<file path="src/rtl/ps2_pkg.sv">
// Shared types, scan-code constants and the set-2 scan-code to ASCII map for the PS/2
// keyboard receiver.
package ps2_pkg;

    typedef enum logic [1:0] {StIdle, StData, StParity, StStop} frame_state_e;
    typedef enum logic [1:0] {StNormal, StBreak, StExt, StExtBreak} dec_state_e;

    localparam logic [7:0] SC_BREAK  = 8'hF0;
    localparam logic [7:0] SC_EXT    = 8'hE0;
    localparam logic [7:0] SC_ENTER  = 8'h5A;
    localparam logic [7:0] SC_ESC    = 8'h76;
    localparam logic [7:0] SC_LSHIFT = 8'h12;
    localparam logic [7:0] SC_RSHIFT = 8'h59;

    typedef struct packed {
        logic       printable;
        logic [7:0] ch;
    } ascii_t;

    function automatic ascii_t scan2ascii(input logic [7:0] code, input logic shift);
        ascii_t     r;
        logic [7:0] lc;
        logic       letter;
        r      = '{printable: 1'b0, ch: 8'h00};
        lc     = 8'h00;
        letter = 1'b1;
        case (code)
            8'h1C: lc = "a";  8'h32: lc = "b";  8'h21: lc = "c";  8'h23: lc = "d";
            8'h24: lc = "e";  8'h2B: lc = "f";  8'h34: lc = "g";  8'h33: lc = "h";
            8'h43: lc = "i";  8'h3B: lc = "j";  8'h42: lc = "k";  8'h4B: lc = "l";
            8'h3A: lc = "m";  8'h31: lc = "n";  8'h44: lc = "o";  8'h4D: lc = "p";
            8'h15: lc = "q";  8'h2D: lc = "r";  8'h1B: lc = "s";  8'h2C: lc = "t";
            8'h3C: lc = "u";  8'h2A: lc = "v";  8'h1D: lc = "w";  8'h22: lc = "x";
            8'h35: lc = "y";  8'h1A: lc = "z";
            default: letter = 1'b0;
        endcase
        if (letter) begin
            r.printable = 1'b1;
            r.ch        = shift ? (lc - 8'h20) : lc;
        end else begin
            case (code)
                8'h45: r = '{printable: 1'b1, ch: "0"};
                8'h16: r = '{printable: 1'b1, ch: "1"};
                8'h1E: r = '{printable: 1'b1, ch: "2"};
                8'h26: r = '{printable: 1'b1, ch: "3"};
                8'h25: r = '{printable: 1'b1, ch: "4"};
                8'h2E: r = '{printable: 1'b1, ch: "5"};
                8'h36: r = '{printable: 1'b1, ch: "6"};
                8'h3D: r = '{printable: 1'b1, ch: "7"};
                8'h3E: r = '{printable: 1'b1, ch: "8"};
                8'h46: r = '{printable: 1'b1, ch: "9"};
                8'h29: r = '{printable: 1'b1, ch: 8'h20};
                default: r = '{printable: 1'b0, ch: 8'h00};
            endcase
        end
        return r;
    endfunction

endpackage

</file>
<file path="src/rtl/ps2_keyboard_rx_if.sv">
// Output bundle of the PS/2 keyboard receiver: last character plus one-cycle event strobes.
interface ps2_keyboard_rx_if;

    logic [7:0] data_o;
    logic       valid_o;
    logic       done_o;
    logic       reset_o;
    logic       err_o;

    modport master (output data_o, valid_o, done_o, reset_o, err_o);
    modport slave  (input  data_o, valid_o, done_o, reset_o, err_o);

endinterface

</file>
<file path="src/rtl/ps2_frame_rx.sv">
// PS/2 line synchronizers, 11-bit frame FSM and inter-edge timeout. Odd-parity checking is
// built only when PS2_PARITY_CHECK_EN is defined. Byte and error strobes are combinational.
module ps2_frame_rx
    import ps2_pkg::*;
#(
    parameter int unsigned SYNC_STAGES = 2,
    parameter int unsigned TIMEOUT_CYC = 50000
) (
    input  logic       clk,
    input  logic       rst,
    input  logic       ps2_clk_i,
    input  logic       ps2_dat_i,
    output logic [7:0] rx_byte,
    output logic       rx_valid,
    output logic       rx_err
);

    localparam int unsigned CntW = (TIMEOUT_CYC > 2) ? $clog2(TIMEOUT_CYC) : 1;

    logic [SYNC_STAGES-1:0] clk_sync_q, dat_sync_q;
    logic                   clk_prev_q;
    logic                   fall, dat;

    always_ff @(posedge clk or negedge rst) begin
        if (!rst) begin
            clk_sync_q <= '1;
            dat_sync_q <= '1;
            clk_prev_q <= 1'b1;
        end else begin
            clk_sync_q <= {clk_sync_q[SYNC_STAGES-2:0], ps2_clk_i};
            dat_sync_q <= {dat_sync_q[SYNC_STAGES-2:0], ps2_dat_i};
            clk_prev_q <= clk_sync_q[SYNC_STAGES-1];
        end
    end

    assign fall = clk_prev_q & ~clk_sync_q[SYNC_STAGES-1];
    assign dat  = dat_sync_q[SYNC_STAGES-1];

    frame_state_e    state_q;
    logic [2:0]      bit_cnt_q;
    logic [7:0]      shreg_q;
    logic [CntW-1:0] tmo_cnt_q;
    logic            tmo_hit, parity_ok, stop_ok;

    // An edge arriving on the expiry cycle wins over the timeout.
    assign tmo_hit = (state_q != StIdle) && !fall && (tmo_cnt_q == CntW'(TIMEOUT_CYC - 1));

`ifdef PS2_PARITY_CHECK_EN
    logic parity_q;
    assign parity_ok = ^{shreg_q, parity_q};
`else
    assign parity_ok = 1'b1;
`endif

    always_ff @(posedge clk or negedge rst) begin
        if (!rst) begin
            state_q   <= StIdle;
            bit_cnt_q <= '0;
            shreg_q   <= '0;
            tmo_cnt_q <= '0;
`ifdef PS2_PARITY_CHECK_EN
            parity_q  <= 1'b0;
`endif
        end else if (fall) begin
            tmo_cnt_q <= '0;
            unique case (state_q)
                StIdle: begin
                    if (!dat) begin
                        state_q   <= StData;
                        bit_cnt_q <= '0;
                    end
                end
                StData: begin
                    shreg_q   <= {dat, shreg_q[7:1]};
                    bit_cnt_q <= bit_cnt_q + 3'd1;
                    if (bit_cnt_q == 3'd7) state_q <= StParity;
                end
                StParity: begin
`ifdef PS2_PARITY_CHECK_EN
                    parity_q <= dat;
`endif
                    state_q  <= StStop;
                end
                StStop:  state_q <= StIdle;
                default: state_q <= StIdle;
            endcase
        end else if (tmo_hit) begin
            state_q   <= StIdle;
            tmo_cnt_q <= '0;
        end else if (state_q != StIdle) begin
            tmo_cnt_q <= tmo_cnt_q + 1'b1;
        end
    end

    assign stop_ok  = dat & parity_ok;
    assign rx_byte  = shreg_q;
    assign rx_valid = fall && (state_q == StStop) && stop_ok;
    assign rx_err   = (fall && (state_q == StStop) && !stop_ok) || tmo_hit;

endmodule

</file>
<file path="src/rtl/ps2_keyboard_rx.sv">
// PS/2 keyboard receiver top: frame receiver plus make/break/extended decoder that turns
// scan codes into ASCII, Enter and Escape events. Optional macro: PS2_PARITY_CHECK_EN.
module ps2_keyboard_rx
    import ps2_pkg::*;
#(
    parameter int unsigned SYNC_STAGES = 2,
    parameter int unsigned TIMEOUT_CYC = 50000
) (
    input  logic              clk,
    input  logic              rst,
    input  logic              ps2_clk_i,
    input  logic              ps2_dat_i,
    ps2_keyboard_rx_if.master key_if
);

    logic [7:0] rx_byte;
    logic       rx_valid, rx_err;

    ps2_frame_rx #(
        .SYNC_STAGES(SYNC_STAGES),
        .TIMEOUT_CYC(TIMEOUT_CYC)
    ) u_frame (
        .clk      (clk),
        .rst      (rst),
        .ps2_clk_i(ps2_clk_i),
        .ps2_dat_i(ps2_dat_i),
        .rx_byte  (rx_byte),
        .rx_valid (rx_valid),
        .rx_err   (rx_err)
    );

    dec_state_e dec_q;
    logic       shift_q;
    logic [7:0] data_q;
    logic       valid_q, done_q, esc_q, err_q;
    ascii_t     asc;
    logic       is_shift;

    assign asc      = scan2ascii(rx_byte, shift_q);
    assign is_shift = (rx_byte == SC_LSHIFT) || (rx_byte == SC_RSHIFT);

    always_ff @(posedge clk or negedge rst) begin
        if (!rst) begin
            dec_q   <= StNormal;
            shift_q <= 1'b0;
            data_q  <= 8'h00;
            valid_q <= 1'b0;
            done_q  <= 1'b0;
            esc_q   <= 1'b0;
            err_q   <= 1'b0;
        end else begin
            valid_q <= 1'b0;
            done_q  <= 1'b0;
            esc_q   <= 1'b0;
            err_q   <= rx_err;
            if (rx_valid) begin
                unique case (dec_q)
                    StNormal: begin
                        if (rx_byte == SC_BREAK) begin
                            dec_q <= StBreak;
                        end else if (rx_byte == SC_EXT) begin
                            dec_q <= StExt;
                        end else if (is_shift) begin
                            shift_q <= 1'b1;
                        end else if (rx_byte == SC_ENTER) begin
                            done_q <= 1'b1;
                        end else if (rx_byte == SC_ESC) begin
                            esc_q <= 1'b1;
                        end else if (asc.printable) begin
                            data_q  <= asc.ch;
                            valid_q <= 1'b1;
                        end
                    end
                    StBreak: begin
                        if (is_shift) shift_q <= 1'b0;
                        dec_q <= StNormal;
                    end
                    // Extended makes other than keypad Enter are swallowed.
                    StExt: begin
                        if (rx_byte == SC_BREAK) begin
                            dec_q <= StExtBreak;
                        end else begin
                            dec_q <= StNormal;
                            if (rx_byte == SC_ENTER) done_q <= 1'b1;
                        end
                    end
                    StExtBreak: dec_q <= StNormal;
                    default:    dec_q <= StNormal;
                endcase
            end
        end
    end

    assign key_if.data_o  = data_q;
    assign key_if.valid_o = valid_q;
    assign key_if.done_o  = done_q;
    assign key_if.reset_o = esc_q;
    assign key_if.err_o   = err_q;

endmodule

</file>
<file path="src/flat_wrapper.sv">
// flat-port wrapper written by rule: the top's interface ports become plain ports
module ps2_keyboard_rx_flat import ps2_pkg::*;
#(
    parameter int unsigned SYNC_STAGES = 2,
    parameter int unsigned TIMEOUT_CYC = 50000
)
  (clk, rst, ps2_clk_i, ps2_dat_i, key_if_data_o, key_if_valid_o, key_if_done_o, key_if_reset_o, key_if_err_o);
  ps2_keyboard_rx_if key_if_i ();
  input  logic clk;
  input  logic rst;
  input  logic ps2_clk_i;
  input  logic ps2_dat_i;
  output wire logic [$bits(key_if_i.data_o)-1:0] key_if_data_o;
  output wire logic [$bits(key_if_i.valid_o)-1:0] key_if_valid_o;
  output wire logic [$bits(key_if_i.done_o)-1:0] key_if_done_o;
  output wire logic [$bits(key_if_i.reset_o)-1:0] key_if_reset_o;
  output wire logic [$bits(key_if_i.err_o)-1:0] key_if_err_o;
  assign key_if_data_o = key_if_i.data_o;
  assign key_if_valid_o = key_if_i.valid_o;
  assign key_if_done_o = key_if_i.done_o;
  assign key_if_reset_o = key_if_i.reset_o;
  assign key_if_err_o = key_if_i.err_o;
  ps2_keyboard_rx #(.SYNC_STAGES(SYNC_STAGES), .TIMEOUT_CYC(TIMEOUT_CYC)) u_core (.clk(clk), .rst(rst), .ps2_clk_i(ps2_clk_i), .ps2_dat_i(ps2_dat_i), .key_if(key_if_i));
endmodule
</file>
<file path="config.mk">
export PLATFORM = sky130hd
export DESIGN_NAME = ps2_keyboard_rx_flat
export DESIGN_NICKNAME = d
export VERILOG_FILES = /design/src/rtl/ps2_pkg.sv /design/src/rtl/ps2_keyboard_rx_if.sv /design/src/rtl/ps2_frame_rx.sv /design/src/rtl/ps2_keyboard_rx.sv /design/src/flat_wrapper.sv
export SDC_FILE = /design/constraint.sdc
export NUM_CORES = 1
export LEC_CHECK = 0
export CAP_MARGIN = 20
export CORE_MARGIN = 4
export CORE_UTILIZATION = 50
export CTS_CLUSTER_SIZE = 8
export DETAILED_ROUTE_END_ITERATION = 12
export GPL_TIMING_DRIVEN = 0
export PLACE_DENSITY = 0.75
export SLEW_MARGIN = 20
export SYNTH_ARGS = -nofsm -noshare
export SYNTH_HDL_FRONTEND = slang
export SYNTH_HIERARCHICAL = 1
export SYNTH_SLANG_ARGS = --single-unit
</file>
<file path="constraint.sdc">
create_clock -name clk -period 2.65 [get_ports clk]
set_input_delay 0.265 -clock clk [delete_from_list [all_inputs] [get_ports clk]]
set_output_delay 0.265 -clock clk [all_outputs]
set_load 0.01 [all_outputs]
</file>
# After elaboration in Yosys (flattened, before gate mapping)
# Cells that the tools add are included.
[totals] ff_bits=49 elab_cells=153
[classes] reduce_logical=24 n_eq_ne=59 n_addsub=3 muxes=46 bitwise=7
[ops] operator="$eq 8x6->1 const B" n=23
[ops] operator="$pmux 7 s26" n=1
[ops] operator="$pmux 9 s11" n=1
[ops] operator="$eq 8x7->1 const B" n=10
[ops] operator="$eq 8x5->1 const B" n=8
[ops] operator="$mux 16" n=3
[ops] operator="$mux 1" n=26
[ops] operator="$reduce_or 26->1" n=1
[ops] operator="$add 16x1->16 const B" n=1
[ops] operator="$eq 16x16->1 const B" n=1
[ops] operator="$eq 8x8->1 const B" n=2
[ops] operator="$mux 2" n=7
[ops] operator="$mux 9" n=1
[ops] operator="$eq 2x2->1 const B" n=4
[ops] operator="$mux 8" n=1
[ops] operator="$pmux 2 s4" n=1
[ops] operator="$reduce_and 8->1" n=1
[ops] operator="$reduce_bool 2->1" n=4
[ops] operator="$sub 7x6->8 const B" n=1
[ops] operator="$ne 2x2->1 const B" n=3
[ops] operator="$ne 3x3->1 const B" n=2
[ops] operator="$not 1->1" n=6
[ops] operator="$pmux 2 s3" n=1
[ops] operator="$pmux 3 s2" n=1
[ops] operator="other kinds (17)" n=29

# Depth between registers and ports, before layout
# Gate-level depths: netlist (run 1).
[logic_depth] ltp_word=13 ltp_mapped=9

# Hierarchy
# Netlist (run 1), hierarchy kept.
[by_module_without_submodules] mod="ps2_frame_rx" cells_per_inst=151 instances=1 area_each_um2=1635.3
[by_module_without_submodules] mod="ps2_keyboard_rx" cells_per_inst=190 instances=1 area_each_um2=1545.2

# Worst setup path after synthesis (run 1)
# OpenSTA, ideal clock, no wires.
[synth_timing] path_type="reg2reg" from="reg u_core.u_frame.clk_prev_q" to="reg u_core.data_q[0], in the netlist u_core/key_if.data_o[0]" path_stages_with_launch=10 path_slack_ps=154 period_less_slack_ps=2496 arrival_time_ps=2372 path_cell_list="dfstp_2 -> nor2b_1 -> clkbuf_1 -> nand2_1 -> nor2_1 -> nand2_1 -> a211oi_1 -> nand3_1 -> a21oi_4 -> mux2_2"
[synth_between] elab_chain_cells=4
[synth_rtl] element="from (decl)" line_no="ps2_frame_rx.sv:21" rtl="logic clk_prev_q;"
[synth_rtl] element="from (signal assigned)" line_no="ps2_frame_rx.sv:32" rtl="clk_prev_q <= clk_sync_q[SYNC_STAGES-1];"
[synth_rtl] element="$and 1x1->1" line_no="ps2_frame_rx.sv:36" rtl="assign fall = clk_prev_q & ~clk_sync_q[SYNC_STAGES-1];"
[synth_rtl] element="$logic_and 1x1->1 (2 in series)" line_no="ps2_frame_rx.sv:97" rtl="assign rx_valid = fall && (state_q == StStop) && stop_ok;"
[synth_rtl] element="via u_core.rx_valid" line_no="ps2_keyboard_rx.sv:17" rtl="logic rx_valid, rx_err;"
[synth_rtl] element="$reduce_and 8->1 (no source line)"
[synth_rtl] element="to (signal assigned)" line_no="ps2_keyboard_rx.sv:70" rtl="data_q <= asc.ch;"
[synth_rtl] element="to (decl)" line_no="ps2_keyboard_rx.sv:34" rtl="logic [7:0] data_q;"
# The timed path passes the listed nets, and every way through them passes these cells.
# A chain may end at the register's enable or synchronous reset.

# Final worst setup path (run 1)
[layout_timing] from="reg u_core.u_frame.shreg_q[7], in the netlist u_core/u_frame/rx_byte[7]" to="reg u_core.data_q[3], in the netlist u_core/key_if.data_o[3]"
[layout_between] elab_chain_cells=5
[layout_rtl] element="from (decl)" line_no="ps2_frame_rx.sv:41" rtl="logic [7:0] shreg_q;"
[layout_rtl] element="from (signal assigned)" line_no="ps2_frame_rx.sv:74" rtl="shreg_q <= {dat, shreg_q[7:1]};"
[layout_rtl] element="$eq 8x5->1 (tied with other cells)" line_no="ps2_pkg.sv:27" rtl="case (code)"
[layout_rtl] element="$pmux 7 s26 or $reduce_or 26->1 (tied branches)"
[layout_rtl] element="$sub 7x6->8 or $mux 1 (tied branches)" line_no="ps2_pkg.sv:39, ps2_pkg.sv:27"
[layout_rtl] element="$mux 8 or $mux 9 (tied branches)" line_no="ps2_pkg.sv:39, ps2_pkg.sv:37"
[layout_rtl] element="$mux 9 or $reduce_and 8->1 (tied branches)"
# Parallel ways exist; a longest one is shown, timed or not.

==> results of run 1 <==
## synth_stat cells, drive strengths merged (2+ instances only)
| cell type | instances |
|---|---|
| nor3 | 6 |
| a22o | 4 |
| ha | 9 |
| nor4 | 6 |
| nor3b | 5 |
| nand4b | 4 |
| nand2 | 26 |
| a31oi | 3 |
| mux2i | 4 |
| nand3 | 12 |
| clkbuf | 7 |
| or3 | 2 |
| a211oi | 2 |
| dfrtp | 44 |
| nand4 | 7 |
| buf | 13 |
| o31ai | 2 |
| nor2 | 28 |
| nand2b | 12 |
| o21ai | 16 |
| a32oi | 2 |
| and4 | 2 |
| or4b | 4 |
| o211ai | 2 |
| xnor2 | 12 |
| xor2 | 2 |
| a22oi | 2 |
| inv | 18 |
| o22ai | 10 |
| nor4bb | 5 |
| dfstp | 5 |
| mux2 | 11 |
| nor4b | 5 |
| a21oi | 16 |
| o32a | 3 |
| nor2b | 11 |
| o2111ai | 4 |
## worst max-delay path: cells and delay by family, from the launching register on
kind | cells | cell delay (ns)
AOI/OAI and AO/OA | 4 | 0.89
and+or+nand+nor | 1 | 0.53
DFF | 1 | 0.45
muxes | 1 | 0.35
buffers and inverters | 1 | 0.23
## sequential cells by signal, indices dropped and copies added, names as in the netlist
register / flops
u_core/dec_q: 2
u_core/key_if.data_o: 8
u_core/key_if.done_o: 1
u_core/key_if.err_o: 1
u_core/key_if.reset_o: 1
u_core/key_if.valid_o: 1
u_core/shift_q: 1
u_core/u_frame/bit_cnt_q: 3
u_core/u_frame/clk_prev_q: 1
u_core/u_frame/clk_sync_q: 2
u_core/u_frame/dat_sync_q: 2
u_core/u_frame/rx_byte: 8
u_core/u_frame/state_q: 2
u_core/u_frame/tmo_cnt_q: 16
## metal layers
metal | part of all wire (%) | up-vias
li1 | - | 1308
met1 | 49 | 1263
met2 | 44 | 105
met3 | 6.9 | 6
met4 | 0.77 | 0
met5 | 0 | -
## through the flow
| step | utilization [%] | instance area [sq um] | setup TNS [ns] | std cells | hold WS (ns) |
|---|---|---|---|---|---|
| 6_report | 59.7 | 3620 | 0 | 443 | 0.343 |
| 5_1_grt | 59.7 | 3620 | -0.00164 | 443 | 0.352 |
| 4_1_cts | 59.1 | 3580 | 0 | 442 | 0.350 |
| 3_5_place_dp | 56.8 | 3440 | -1.10 | 432 | 0.248 |
| 3_3_place_gp | 56.5 | 3420 | -0.981 | 431 | 0.346 |
| 2_1_floorplan | - | 3180 | 0 | 341 | -0.0306 |
## timing repair
action / 4_1_cts / 5_1_grt
hold buffers: 1 / 0
setup buffers: 1 / 1
pin swaps: 0 / 1
hold endpoints to repair: 19 / 0
setup endpoints to repair: 8 / 9
resized for setup: 2 / 8
gates cloned: 0 / 0
## how the worst min path moves through the flow
stage,from,to,slack [ns],cells after the start
finish,u_core/u_frame/clk_sync_q[0],u_core/u_frame/clk_sync_q[1],0.34,0
global route,u_core/u_frame/clk_sync_q[0],u_core/u_frame/clk_sync_q[1],0.35,0
floorplan,rst,u_core/dec_q[0],-0.03,0
CTS,u_core/u_frame/clk_sync_q[0],u_core/u_frame/clk_sync_q[1],0.35,0
detailed placement,rst,u_core/key_if.data_o[1],0.25,1
global placement,u_core/u_frame/clk_sync_q[0],u_core/u_frame/clk_sync_q[1],0.35,0
## layout make-up
cell class	count	area (sq um)	share of cell area [%]
Clock inverter	2	37.5	1.04
Timing Repair Buffer	19	190	5.26
Inverter	18	67.6	1.87
Tap cell	75	93.8	2.60
Sequential cell	49	1230	34.1
Clock buffer	6	82.6	2.28
Buffer	20	105	2.91
Multi-Input combinational cell	254	1810	50.0
## power by group through the flow
stage	clock network, mW	logic (mW)	registers [mW]
6_report	0.548	1.05	0.991
5_1_grt	0.593	1.17	1.01
4_1_cts	0.565	1.03	0.988
3_5_place_dp	0	1.02	1.00
3_3_place_gp	0	1.01	0.992
2_1_floorplan	0	0.801	0.970
## kinds of logic after synthesis
kind of cell	count (synthesis)	share of synthesized area, %
buf+inv	38	5.31
xor+xnor	14	3.86
simple gates	142	27.3
fa+ha+maj	9	3.54
mux	15	5.15
flops	49	38.7
compound gates	74	16.1
==> impl_metrics.env, run 1 <==
export IMPL_cp_start_kind="flip-flop"
export IMPL_synth_net_count=354
export IMPL_pre_cts_slack_ns=-0.240
export IMPL_status="complete, no violations"
export IMPL_drt_iter0_drc=379
export IMPL_clock_latency_ns=0.30
export IMPL_placementRows=28
export IMPL_tritoncts="built"
export IMPL_ys_warn_count=6
export IMPL_clk_root_buffer_cell="clkbuf_8"
export IMPL_path_class="reg2reg"
export IMPL_synth_edff_count=0
export IMPL_final_nets=380
export IMPL_netlist_area_leader_share_pct=34.6
export IMPL_start_util_pct=52.5
export IMPL_pwr_share_clk_pct=21.1
export IMPL_ant_nets=0
export IMPL_ios=16
export IMPL_ys_types=64
export IMPL_gr_total_overflow=0
export IMPL_power_frac_comb_pct=40.6
export IMPL_fin_crit_sh_pct=96.1
export IMPL_htree_num_levels=2
export IMPL_path_max_fanout=10
export IMPL_r2r_start="u_core/u_frame/rx_byte[7]"
export IMPL_die_w_um=87.8
export IMPL_min_period_ns=2.55
export IMPL_p_sw_mw=1.01
export IMPL_fin_skew_ns=0.0167
export IMPL_synth_largest_area_cell="dfrtp_1"
export IMPL_fin_ws_ns=0.102
export IMPL_fmax_ghz=0.393
export IMPL_gr_usage_met3_pct=3.57
export IMPL_gp_congestion=0.966
export IMPL_hold_viol_final=0
export IMPL_final_max_slew_viol_count=0
export IMPL_synth_seq_area_share_pct=38.7
export IMPL_setup_viol=0
export IMPL_clock_path_buffers=2
export IMPL_drt_first_pass_iters=5
export IMPL_clock_sinks=49
export IMPL_io_buffers=15
export IMPL_grt_usage_pct=19.3
export IMPL_power_mw=2.59
export IMPL_critPathSlowestCell="nor4b_4"
export IMPL_internal_power_mw=1.59
export IMPL_p_seq_share_pct=38.2
export IMPL_swShare_pct=38.8
export IMPL_pwr_density_cell_nw_per_um2=717
export IMPL_rsz0062_at_grt="yes"
export IMPL_grt_pass1_vias=2383
export IMPL_die_h_um=87.8
export IMPL_gr_usage_met1_pct=29.8
export IMPL_drc=0
export IMPL_cp_arrival_ns=2.73
export IMPL_core_region_area_sq_um=6060
export IMPL_r2r_setup_slack_ns=0.10
export IMPL_vdd_drop_max_v=0.000602
export IMPL_cp_slowest_stage_delay_ns=0.53
export IMPL_antenna_found_initial=0
export IMPL_synthFlopType="dfrtp_1"
export IMPL_die_area_sq_um=7700
export IMPL_p_leak_nw=1.45
export IMPL_path_clk_slew_ns=0.10
export IMPL_numCtsBuffers=5
export IMPL_busiest_layer="met1"
export IMPL_area_delta_synth_final_pct=13.7
export IMPL_detailed_place_hpwl_um=5160
export IMPL_r2r_end="u_core/key_if.data_o[3]"
export IMPL_maxCapViolCount=0
export IMPL_async_flop_share_pct=100
export IMPL_detail_route_wl_per_cell_um=15.8
export IMPL_reg2regPathDepth=7
export IMPL_fillers=522
export IMPL_diodes=0
export IMPL_crit_required_ns=2.83
export IMPL_syn_area_sq_um=3180
export IMPL_critPathLaunch="u_core/u_frame/rx_byte[7]"
export IMPL_syn_avg_cell_area_sq_um=9.33
export IMPL_grt_met2_usage_pct=27.8
export IMPL_min_path_type="reg2reg"
export IMPL_critPathCapture="u_core/key_if.data_o[3]"
export IMPL_cp_end_kind="flip-flop"
export IMPL_synth_area_top_cells="dfrtp_1 35%, dfstp_2 4.1%, mux2_2 3.9%"
export IMPL_relSlewSlack_pct=57.2
export IMPL_final_common_cell="dfrtp_1"
export IMPL_num_vias=2682
export IMPL_ys_ff_latch=49
export IMPL_path_cells="buf_2, nor4b_4, a32oi_1, o2111ai_2, a31oi_1, a21oi_4, mux2_2"
export IMPL_syn_inst=341
export IMPL_wl_um=7000
export IMPL_grt_max_degree=31
export IMPL_layout_drive_gt1_share_pct=16.6
export IMPL_layout_common_cells="44 x dfrtp_1, 27 x nor2_1, 26 x nand2_1"
export IMPL_tightest_slew_ns=0.641
export IMPL_grt_pass1_wl_um=11900
export IMPL_vias_per_cell=6.05
No activity file was read; power rests on OpenSTA's default activity.
==> run 2, diff against run 1 <==
--- a/config.mk
+++ b/config.mk
@@ -5,7 +5,7 @@
 export SDC_FILE = /design/constraint.sdc
 export NUM_CORES = 1
 export LEC_CHECK = 0
-export CAP_MARGIN = 20
+export CAP_MARGIN = 5
 export CORE_MARGIN = 4
 export CORE_UTILIZATION = 50
 export CTS_CLUSTER_SIZE = 8
==> results of run 2 <==
No change in the layout: final DEF, timing and power equal those of run 1.
==> run 3, diff against run 2 <==
--- a/config.mk
+++ b/config.mk
@@ -5,7 +5,6 @@
 export SDC_FILE = /design/constraint.sdc
 export NUM_CORES = 1
 export LEC_CHECK = 0
-export CAP_MARGIN = 5
 export CORE_MARGIN = 4
 export CORE_UTILIZATION = 50
 export CTS_CLUSTER_SIZE = 8
==> results of run 3 <==
No change in the layout: final DEF, timing and power equal those of run 1.
